===== src/rtl/uart_mm_loader.sv =====
// rtl/uart_mm_loader.sv - UART boot loader that writes a framed, checksummed image into main memory
module uart_mm_loader #(
  parameter int clk_freq  = 50000000,
  parameter int baud      = 115200,
  parameter int max_words = 1024
) (
  input  logic        clk,
  input  logic        rst,
  input  logic        rx,
  output logic        mm_wr,
  output logic [31:0] mm_address,
  output logic [31:0] mm_data,
  output logic        cpu_hold,
  output logic        done,
  output logic        err,
  output logic [15:0] words_loaded
);

  // Oversampling divider: 16 ticks per bit, truncated.
  localparam int DIV = clk_freq / (baud * 16);
  localparam int DW  = (DIV > 1) ? $clog2(DIV) : 1;
  localparam logic [DW-1:0] DIV_LAST = DW'(DIV - 1);
  localparam logic [16:0]   MAX_W    = 17'(max_words);
  localparam logic [7:0]    SYNC_BYTE = 8'hA5;

  typedef enum logic [1:0] {RX_IDLE, RX_START, RX_DATA, RX_STOP} rx_state_t;
  typedef enum logic [2:0] {S_SYNC, S_CNT_H, S_CNT_L, S_DATA, S_WRITE, S_CHK, S_DONE, S_ERR} ld_state_t;

  logic            rx_meta_q, rx_sync_q, rx_prev_q;
  logic [DW-1:0]   div_cnt_q;
  logic            tick;
  rx_state_t       rx_state_q;
  logic [3:0]      tick_cnt_q;
  logic [2:0]      bit_cnt_q;
  logic [7:0]      rx_shift_q;
  logic            byte_valid_q;
  logic            frame_err_q;
  logic [7:0]      rx_byte;

  ld_state_t       state_q;
  logic [7:0]      cnt_h_q;
  logic [15:0]     count_q;
  logic [1:0]      idx_q;
  logic [31:0]     word_q;
  logic [7:0]      xor_q;
  logic [15:0]     words_q;
  logic            mm_wr_q;
  logic [31:0]     mm_addr_q;
  logic [31:0]     mm_data_q;
  logic            done_q;
  logic            err_q;
  logic            hold_q;
  logic [15:0]     new_count;

  assign rx_byte      = rx_shift_q;
  assign new_count    = {cnt_h_q, rx_byte};
  assign tick         = (rx_state_q != RX_IDLE) && (div_cnt_q == DIV_LAST);
  assign mm_wr        = mm_wr_q;
  assign mm_address   = mm_addr_q;
  assign mm_data      = mm_data_q;
  assign cpu_hold     = hold_q;
  assign done         = done_q;
  assign err          = err_q;
  assign words_loaded = words_q;

  // Two-flop synchronizer plus one extra stage for falling-edge detection.
  always_ff @(posedge clk or posedge rst) begin
    if (rst) begin
      rx_meta_q <= 1'b1;
      rx_sync_q <= 1'b1;
      rx_prev_q <= 1'b1;
    end else begin
      rx_meta_q <= rx;
      rx_sync_q <= rx_meta_q;
      rx_prev_q <= rx_sync_q;
    end
  end

  // Baud divider, held at zero while idle so ticks align to the detected start edge.
  always_ff @(posedge clk or posedge rst) begin
    if (rst) begin
      div_cnt_q <= '0;
    end else if (rx_state_q == RX_IDLE || div_cnt_q == DIV_LAST) begin
      div_cnt_q <= '0;
    end else begin
      div_cnt_q <= div_cnt_q + 1'b1;
    end
  end

  // 8N1 receiver: confirm start at mid-bit, sample data and stop at mid-bit.
  always_ff @(posedge clk or posedge rst) begin
    if (rst) begin
      rx_state_q   <= RX_IDLE;
      tick_cnt_q   <= 4'd0;
      bit_cnt_q    <= 3'd0;
      rx_shift_q   <= 8'd0;
      byte_valid_q <= 1'b0;
      frame_err_q  <= 1'b0;
    end else begin
      byte_valid_q <= 1'b0;
      frame_err_q  <= 1'b0;
      case (rx_state_q)
        RX_IDLE: begin
          if (rx_prev_q && !rx_sync_q) begin
            rx_state_q <= RX_START;
            tick_cnt_q <= 4'd0;
          end
        end
        RX_START: begin
          if (tick) begin
            if (tick_cnt_q == 4'd7) begin
              tick_cnt_q <= 4'd0;
              bit_cnt_q  <= 3'd0;
              rx_state_q <= rx_sync_q ? RX_IDLE : RX_DATA;
            end else begin
              tick_cnt_q <= tick_cnt_q + 4'd1;
            end
          end
        end
        RX_DATA: begin
          if (tick) begin
            if (tick_cnt_q == 4'd15) begin
              tick_cnt_q <= 4'd0;
              rx_shift_q <= {rx_sync_q, rx_shift_q[7:1]};
              if (bit_cnt_q == 3'd7) begin
                rx_state_q <= RX_STOP;
              end else begin
                bit_cnt_q <= bit_cnt_q + 3'd1;
              end
            end else begin
              tick_cnt_q <= tick_cnt_q + 4'd1;
            end
          end
        end
        RX_STOP: begin
          if (tick) begin
            if (tick_cnt_q == 4'd15) begin
              rx_state_q <= RX_IDLE;
              if (rx_sync_q) begin
                byte_valid_q <= 1'b1;
              end else begin
                frame_err_q <= 1'b1;
              end
            end else begin
              tick_cnt_q <= tick_cnt_q + 4'd1;
            end
          end
        end
        default: rx_state_q <= RX_IDLE;
      endcase
    end
  end

  // Frame parser and memory writer; outputs are registered alongside the state.
  always_ff @(posedge clk or posedge rst) begin
    if (rst) begin
      state_q   <= S_SYNC;
      cnt_h_q   <= 8'd0;
      count_q   <= 16'd0;
      idx_q     <= 2'd0;
      word_q    <= 32'd0;
      xor_q     <= 8'd0;
      words_q   <= 16'd0;
      mm_wr_q   <= 1'b0;
      mm_addr_q <= 32'd0;
      mm_data_q <= 32'd0;
      done_q    <= 1'b0;
      err_q     <= 1'b0;
      hold_q    <= 1'b1;
    end else begin
      mm_wr_q <= 1'b0;
      if (frame_err_q && state_q != S_DONE) begin
        state_q <= S_ERR;
        err_q   <= 1'b1;
        hold_q  <= 1'b1;
      end else begin
        case (state_q)
          S_SYNC: begin
            if (byte_valid_q && rx_byte == SYNC_BYTE) begin
              xor_q   <= 8'd0;
              state_q <= S_CNT_H;
            end
          end
          S_CNT_H: begin
            if (byte_valid_q) begin
              cnt_h_q <= rx_byte;
              xor_q   <= xor_q ^ rx_byte;
              state_q <= S_CNT_L;
            end
          end
          S_CNT_L: begin
            if (byte_valid_q) begin
              count_q <= new_count;
              xor_q   <= xor_q ^ rx_byte;
              if ({1'b0, new_count} > MAX_W) begin
                state_q <= S_ERR;
                err_q   <= 1'b1;
              end else if (new_count == 16'd0) begin
                state_q <= S_CHK;
              end else begin
                idx_q   <= 2'd0;
                state_q <= S_DATA;
              end
            end
          end
          S_DATA: begin
            if (byte_valid_q) begin
              word_q <= {word_q[23:0], rx_byte};
              xor_q  <= xor_q ^ rx_byte;
              if (idx_q == 2'd3) begin
                state_q <= S_WRITE;
              end else begin
                idx_q <= idx_q + 2'd1;
              end
            end
          end
          S_WRITE: begin
            mm_wr_q   <= 1'b1;
            mm_addr_q <= {14'd0, words_q, 2'b00};
            mm_data_q <= word_q;
            words_q   <= words_q + 16'd1;
            if (words_q + 16'd1 == count_q) begin
              state_q <= S_CHK;
            end else begin
              idx_q   <= 2'd0;
              state_q <= S_DATA;
            end
          end
          S_CHK: begin
            if (byte_valid_q) begin
              if (rx_byte == xor_q) begin
                state_q <= S_DONE;
                done_q  <= 1'b1;
                hold_q  <= 1'b0;
              end else begin
                state_q <= S_ERR;
                err_q   <= 1'b1;
              end
            end
          end
          S_DONE: begin
            state_q <= S_DONE;
          end
          S_ERR: begin
            if (byte_valid_q && rx_byte == SYNC_BYTE) begin
              err_q   <= 1'b0;
              words_q <= 16'd0;
              xor_q   <= 8'd0;
              state_q <= S_CNT_H;
            end
          end
          default: state_q <= S_SYNC;
        endcase
      end
    end
  end

endmodule

===== config.mk =====
export PLATFORM = sky130hd
export DESIGN_NAME = uart_mm_loader
export DESIGN_NICKNAME = d
export VERILOG_FILES = /design/src/rtl/uart_mm_loader.sv
export SDC_FILE = /design/constraint.sdc
export NUM_CORES = 1
export LEC_CHECK = 0
export ABC_AREA = 1
export BUFFER_PORTS_ARGS = -buffer_cell sky130_fd_sc_hd__buf_2
export CORE_UTILIZATION = 25
export CTS_BUF_LIST = sky130_fd_sc_hd__clkbuf_2 sky130_fd_sc_hd__clkbuf_4 sky130_fd_sc_hd__clkbuf_8
export CTS_CLUSTER_DIAMETER = 30
export CTS_CLUSTER_SIZE = 24
export DETAILED_ROUTE_END_ITERATION = 8
export GPL_TIMING_DRIVEN = 0
export PLACE_DENSITY_LB_ADDON = 0.2
export REMOVE_ABC_BUFFERS = 1
export SLEW_MARGIN = 10
export SYNTH_ARGS = -nofsm -noshare
export SYNTH_HDL_FRONTEND = slang
export SYNTH_SLANG_ARGS = --single-unit

===== constraint.sdc =====
create_clock -name clk -period 8.7 [get_ports clk]
set_clock_uncertainty 0.1 [all_clocks]
set_input_delay 0.87 -clock clk [delete_from_list [all_inputs] [get_ports clk]]
set_output_delay 0.87 -clock clk [all_outputs]
set_load 0.03 [all_outputs]

==> qor.tcl, run 1 <==
set qor(first_pass_grt_wire_length_um) 29560
set qor(grt_max_degree) 110
set qor(whs_ns) 0.2606
set qor(worst_reg_to_reg_path_cell_count) 8
set qor(critPathRequiredTime_ns) 8.91
set qor(antennaDiodeCount) 0
set qor(cts.repair.resized) 0
set qor(ys_ff_latch) 164
set qor(synth_seq_area_share_pct) 54.42
set qor(number_of_rows_created_at_floorplan) 63
set qor(finalSetupViolations) 0
set qor(post_layout_nonfiller_instances) 1380
set qor(via_per_inst) 4.300
set qor(yosys_warnings) 0
set qor(critPathCapture) {words_loaded[5]}
set qor(timing.slew.headroom_pct) 39.12
set qor(irDropWorstVdd_mv) 0.07520
set qor(numPlacedInstances) 1350
set qor(synth_top_area_cell) {dfrtp_1}
set qor(place.gp.congestion) 0.8138
set qor(synth.top_cell.area_share_pct) 53.03
set qor(areaGrowthSynthToFinish_pct) 14.67
set qor(cts_post_setup_buffers_inserted) 0
set qor(cp_max_fo) 68
set qor(slowest_stage_cell_on_the_critical_path) {nor2_4}
set qor(numClockSinks) 164
set qor(max_slew.worst_pin.slew_ns) 0.9110
set qor(grtUsageTotal_pct) 12.00
set qor(netlist-cell-type-count) 33
set qor(max_clock_buf_depth) 2
set qor(period_utilization_post_route_pct) 35.75
set qor(p_leak_nw) 4.129
set qor(cts.hold.buffers_added) 0
set qor(power_w) 0.001427
set qor(achievable-frequency_ghz) 0.3215
set qor(synthesis.area_um2) 7550
set qor(r2r_setup_slack_ns) 5.59
set qor(layout.core_utilization_pct) 29.21
set qor(die_h_um) 175.8
set qor(syn_avg_cell_area_um2) 8.278
set qor(tritoncts) {yes}
set qor(rsz0062_at_grt) {false}
set qor(cts_root_buffer) {clkbuf_8}
set qor(worst-endpoint-arrival_ns) 3.32
set qor(cpMostUsedCell) {inv_1}
set qor(class_of_the_worst_hold_path) {reg2reg}
set qor(cts_made_buffers) 17
set qor(ordered_cell_list_for_the_critical_path) {inv_1 > nor2_1 > inv_1 > nor2_4 > inv_4 > buf_16 > nand2_1 > o21ai_0}
set qor(worstSkewPairLatency_ns) 0.45
set qor(io-pin-count) 87
set qor(initial_util_pct) 25.47
set qor(cts_h_tree_depth) 4
set qor(outcome) {finished clean}
set qor(postSynthCellCount) 912
set qor(port-buffer-count) 70
set qor(die-width_um) 175.8
set qor(hold_depth) 0
set qor(routed_wire_length_per_instance_um) 12.76
set qor(drt_pass1_iterations) 5
set qor(path_class) {reg2reg}
set qor(core_area_um2) 29640
set qor(route.vias.total) 5934
set qor(cp-start-kind) {flip-flop}
set qor(post_route_cells_drive_above_1_share_pct) 12.73
set qor(worst_r2r_startpoint) {state_q[2]}
set qor(drv.max_cap_violation_count) 0
set qor(detailed_place_hpwl_um) 12080
set qor(detail_route.iter0.violations) 457
set qor(timing_hold_violations_final) 0
set qor(pwr_density_cell_nw_per_um2) 164.8
set qor(final.setup.tns_ns) 0
set qor(clk_pin_slew_ns) 0.09
set qor(kind_of_end_point_of_the_critical_path) {flip-flop}
set qor(fp.dieArea_um2) 30900
set qor(detailed_route_drc_error_count) 0
set qor(final_routed_wirelength_um) 17600
set qor(synth.area.top_cells) {dfrtp_1 (53%), nand2_1 (12%), o21ai_0 (9.0%)}
set qor(final-max-slew-violation-count) 0
set qor(route.antenna.remaining_nets) 0
set qor(post-route-min-period_ns) 3.111
set qor(finish.net_count) 989
set qor(critPathMaxStageDelay_ns) 0.57
set qor(first_global_vias) 5515
set qor(critical_path.startpoint) {state_q[2]}
set qor(regToRegEndpoint) {words_loaded[5]}
set qor(overflow) 0
set qor(antenna_violations_before_repair) 0
[cells in the mapped netlist, drive strengths merged]
master   number
nand2       251
dfrtp       160
o21ai       138
inv         111
nor2         67
nand3        65
buf          25
nand4        19
clkbuf       15
xor2         10
a21oi         9
ha            7
nor3          7
o22ai         6
dfstp         4
nand3b        4
or2           3
xnor2         3
o221ai        2
a22oi         1
conb          1
nor4          1
o2111ai       1
o211ai        1
o21bai        1
[stage by stage]
| step | setup slack (ns) | area [µm²] |
|---|---|---|
| floorplan | 3.303 | 7385 |
| global placement | 0.7720 | 8223 |
| detailed placement | 5.530 | 8310 |
| CTS | 5.512 | 8657 |
| global route | 5.276 | 8657 |
| finish | 5.589 | 8657 |
[flip-flops by register name (all words and copies together), names as in the netlist, 2 cells and up, named ones only]
signal / flops
bit_cnt_q: 3
cnt_h_q: 8
count_q: 16
div_cnt_q: 5
idx_q: 2
mm_address: 16
mm_data: 32
rx_byte: 8
state_q: 3
tick_cnt_q: 4
word_q: 32
words_loaded: 16
xor_q: 8
[worst min-delay path by stage]
stage	start	endpoint	slack [ns]
final	rx_meta_q	rx_sync_q	0.26
after detailed placement	rx_meta_q	rx_sync_q	0.25
after floorplan	rx_meta_q	rx_sync_q	0.25
after global placement	rx_meta_q	rx_sync_q	0.25
after global routing	rx_meta_q	rx_sync_q	0.26
after CTS	rx_meta_q	rx_sync_q	0.27
[routing by layer]
layer  routed length [µm]  track usage [%]  part of all wire (%)
met1                 8777            16.56                    50
met2                 7963            18.56                    45
met3                  639            2.641                   3.6
met4                  224            3.841                   1.3
met5                    0                0                     0
[report_power, final]
part           switching, W  internal, W
registers         0.0000184     0.000782
logic             0.0000820    0.0000326
clock network      0.000296     0.000216
[layout make-up]
class	count	area [µm²]
Tap cell	390	488.0
Clock inverter	10	77.57
Clock buffer	20	269.0
Timing Repair Buffer	73	425.4
Inverter	111	426.7
Multi-Input combinational cell	612	2861
Fill cell	3270	20980
Sequential cell	164	4109
[logic make-up (layout without fill, tap and decap cells)]
| group | after synthesis | count (layout) | share of synthesized area (%) |
|---|---|---|---|
| flip-flops | 164 | 164 | 54.42 |
| AO/OA/AOI/OAI | 159 | 159 | 10.89 |
| buffers and inverters | 151 | 214 | 8.452 |
| XOR/XNOR | 13 | 13 | 1.508 |
| other | 1 | 16 | 0.04967 |
| adder cells (fa/ha/maj) | 7 | 7 | 1.160 |
| AND/OR/NAND/NOR | 417 | 417 | 23.52 |
[cell usage in the layout, fill, tap and decap left out, drive strengths merged]
cell / count
nand2: 251
dfrtp: 160
o21ai: 138
inv: 114
buf: 73
nor2: 67
nand3: 65
clkbuf: 20
nand4: 19
conb: 16
xor2: 10
a21oi: 9
ha: 7
nor3: 7
o22ai: 6
nand3b: 4
clkinvlp: 4
dfstp: 4
xnor2: 3
or2: 3
clkinv: 3
o221ai: 2
o21bai: 1
o2111ai: 1
o211ai: 1
a22oi: 1
nor4: 1
[worst max-delay path: cells and delay by family, from the launching register on]
kind,cells,cell delay [ns]
AND/OR/NAND/NOR,3,1.31
flip-flops,1,0.53
buffers and inverters,4,0.82
AO/OA/AOI/OAI,1,0.16
No activity file was read; power rests on OpenSTA's default activity.
==> inputs of run 2 (changes only) <==
==> constraint.sdc (replaced) <==
create_clock -name clk -period 3.05 [get_ports clk]
set_clock_uncertainty 0.1 [all_clocks]
set_input_delay 0.305 -clock clk [delete_from_list [all_inputs] [get_ports clk]]
set_output_delay 0.305 -clock clk [all_outputs]
set_load 0.03 [all_outputs]
==> qor.tcl, run 2 (same netlist as run 1, synthesis figures left out) <==
set qor(outcome) {finished clean} ;# unchanged
set qor(die-width_um) 175.8 ;# unchanged
set qor(detailed_route_drc_error_count) 0 ;# unchanged
set qor(io-pin-count) 87 ;# unchanged
set qor(overflow) 0 ;# unchanged
set qor(switching_share_pct) 27.80 ;# was 27.76%
set qor(p_leak_nw) 4.142 ;# was 4.129 nW
set qor(drt_pass1_iterations) 5 ;# unchanged
set qor(max_clock_buf_depth) 2 ;# unchanged
set qor(finalSetupViolations) 0 ;# unchanged
set qor(p_int_w) 0.002942 ;# was 0.001031 W
set qor(power_frac_clock_pct) 35.9 ;# was 35.8%
set qor(final-max-slew-violation-count) 0 ;# unchanged
set qor(number_of_rows_created_at_floorplan) 63 ;# unchanged
set qor(route.antenna.remaining_nets) 0 ;# unchanged
set qor(max_slew.worst_pin.slew_ns) 0.9120 ;# was 0.9110 ns
set qor(comb_power_share_pct) 8.1 ;# was 8.0%
set qor(grt_max_degree) 110 ;# unchanged
set qor(antenna_violations_before_repair) 0 ;# unchanged
set qor(cts.repair.resized) 0 ;# unchanged
set qor(cts_h_tree_depth) 4 ;# unchanged
set qor(numClockSinks) 164 ;# unchanged
set qor(detail_route.iter0.violations) 440 ;# was 457
set qor(critical_path.startpoint) {state_q[2]} ;# unchanged
set qor(route.vias.total) 5978 ;# was 5934
set qor(layout.core_utilization_pct) 29.30 ;# was 29.21%
set qor(sequentialPowerShare_pct) 56.1 ;# about the same
set qor(worst-endpoint-arrival_ns) 2.79 ;# was 3.32 ns
set qor(first_global_vias) 5535 ;# was 5515
set qor(first_pass_grt_wire_length_um) 29640 ;# was 29560 µm
set qor(die_h_um) 175.8 ;# unchanged
set qor(path_class) {reg2reg} ;# unchanged
set qor(netSwitchingPower_w) 0.001133 ;# was 0.0003960 W
set qor(kind_of_end_point_of_the_critical_path) {flip-flop} ;# unchanged
set qor(post_route_cells_drive_above_1_share_pct) 12.79 ;# was 12.73%
set qor(period_utilization_post_route_pct) 84.55 ;# was 35.75%
set qor(final_cell_mix) {nand2_1 (249), dfrtp_1 (160), o21ai_0 (136), inv_1 (107), buf_2 (70)} ;# unchanged
set qor(finish.net_count) 992 ;# was 989
set qor(worst_r2r_startpoint) {state_q[2]} ;# unchanged
set qor(whs_ns) 0.2602 ;# was 0.2606 ns
set qor(antennaDiodeCount) 0 ;# unchanged
set qor(detailed_place_hpwl_um) 12080 ;# unchanged
set qor(port-buffer-count) 70 ;# unchanged
set qor(critPathRequiredTime_ns) 3.26 ;# was 8.91 ns
set qor(cp-start-kind) {flip-flop} ;# unchanged
set qor(areaGrowthSynthToFinish_pct) 15.03 ;# was 14.67%
set qor(place.gp.congestion) 0.8138 ;# unchanged
set qor(worst_hold_path_startpoint) {rx_meta_q} ;# unchanged
set qor(tritoncts) {yes} ;# unchanged
set qor(grtUsageTotal_pct) 12.03 ;# was 12.00%
set qor(routed_wire_length_per_instance_um) 12.73 ;# was 12.76 µm
set qor(achievable-frequency_ghz) 0.3878 ;# was 0.3215 GHz
set qor(cts_made_buffers) 17 ;# unchanged
set qor(timing.slew.headroom_pct) 39.05 ;# was 39.12%
set qor(power_w) 0.004074 ;# was 0.001427 W
set qor(via_per_inst) 4.322 ;# was 4.300
set qor(initial_util_pct) 25.47 ;# unchanged
set qor(rsz0062_at_grt) {false} ;# unchanged
set qor(pwr_density_cell_nw_per_um2) 469.1 ;# was 164.8 nW/µm²
set qor(cp_max_fo) 68 ;# unchanged
set qor(clk_pin_slew_ns) 0.09 ;# about the same
set qor(final_routed_wirelength_um) 17610 ;# was 17600 µm
set qor(leading_cell_type_in_the_layout_fill_and_taps_excluded) {nand2_1} ;# unchanged
set qor(fp.dieArea_um2) 30900 ;# unchanged
set qor(cts_root_buffer) {clkbuf_8} ;# unchanged
set qor(final.setup.tns_ns) 0 ;# unchanged
set qor(irDropWorstVdd_mv) 0.2141 ;# was 0.07520 mV
set qor(core_area_um2) 29640 ;# unchanged
set qor(timing_hold_violations_final) 0 ;# unchanged
set qor(class_of_the_worst_hold_path) {reg2reg} ;# unchanged
set qor(worstSkewPairLatency_ns) 0.45 ;# about the same
set qor(drv.max_cap_violation_count) 0 ;# unchanged
set qor(post-route-min-period_ns) 2.579 ;# was 3.111 ns
## run 2: cell types whose count changed in the layout (fill, tap and decap cells not counted)
cell and delta:
buf_4 +1, dlygate4sd3_1 +2
## run 2: power by group through the flow
| stage | registers (W) | logic [W] | clock network [W] |
|---|---|---|---|
| finish | 0.00228 | 0.000329 | 0.00146 |
| global route | 0.00230 | 0.000386 | 0.00161 |
| CTS | 0.00229 | 0.000340 | 0.00153 |
| detailed placement | 0.00233 | 0.000340 | 0 |
| global placement | 0.00233 | 0.000329 | 0 |
| floorplan | 0.00231 | 0.000264 | 0 |
## run 2: area by class of cell
type | count | area, µm²
multi-input cells | 612 | 2861
clock buffers | 20 | 269.0
clock inverters | 10 | 77.57
fillers | 3266 | 20950
flip-flops and latches | 164 | 4109
inverters | 111 | 426.7
well taps | 390 | 488.0
repair buffers | 76 | 452.9
## run 2: worst max-delay path, cell delays in order (launching register included)
cell     delay [ns]
dfrtp_1        0.53
inv_1          0.16
nor2_1         0.23
inv_1          0.12
nor2_4         0.22
inv_4          0.16
buf_16         0.23
nand2_1        0.50
o21ai_0        0.16
## run 2: per-layer routing
| layer | track usage, % | wire length, µm |
|---|---|---|
| met3 | 2.662 | 648 |
| met2 | 18.38 | 7846 |
| met4 | 4.312 | 314 |
| met5 | 0 | 0 |
| met1 | 16.61 | 8796 |
## run 2: final timing paths
| check | to | slack [ns] | cells past startpoint |
|---|---|---|---|
| min | rx_sync_q | 0.26 | 0 |
| max | words_loaded[5] | 0.47 | 8 |
| min reg2reg | rx_sync_q | 0.26 | 0 |
| max in group asynchronous | mm_address[4] | 1.65 | 4 |
| min in group asynchronous | div_cnt_q[1] | 0.32 | 3 |
| max reg2reg | words_loaded[5] | 0.47 | 8 |
## run 2: metrics by stage
stage	instance area (µm²)	setup slack [ns]	cells
floorplan	7385	-1.782	887
global placement	8223	-4.313	1347
detailed placement	8310	-0.1195	1350
CTS	8685	0.4238	1383
global route	8685	0.1793	1383
finish	8685	0.4713	1383
## run 2: timing repair
| item | 4_1_cts | 5_1_grt |
|---|---|---|
| hold buffers | 2 | 0 |
| endpoints found under the setup margin | 15 | 0 |
| endpoints found under the hold margin | 52 | 0 |
| setup buffers | 1 | 0 |
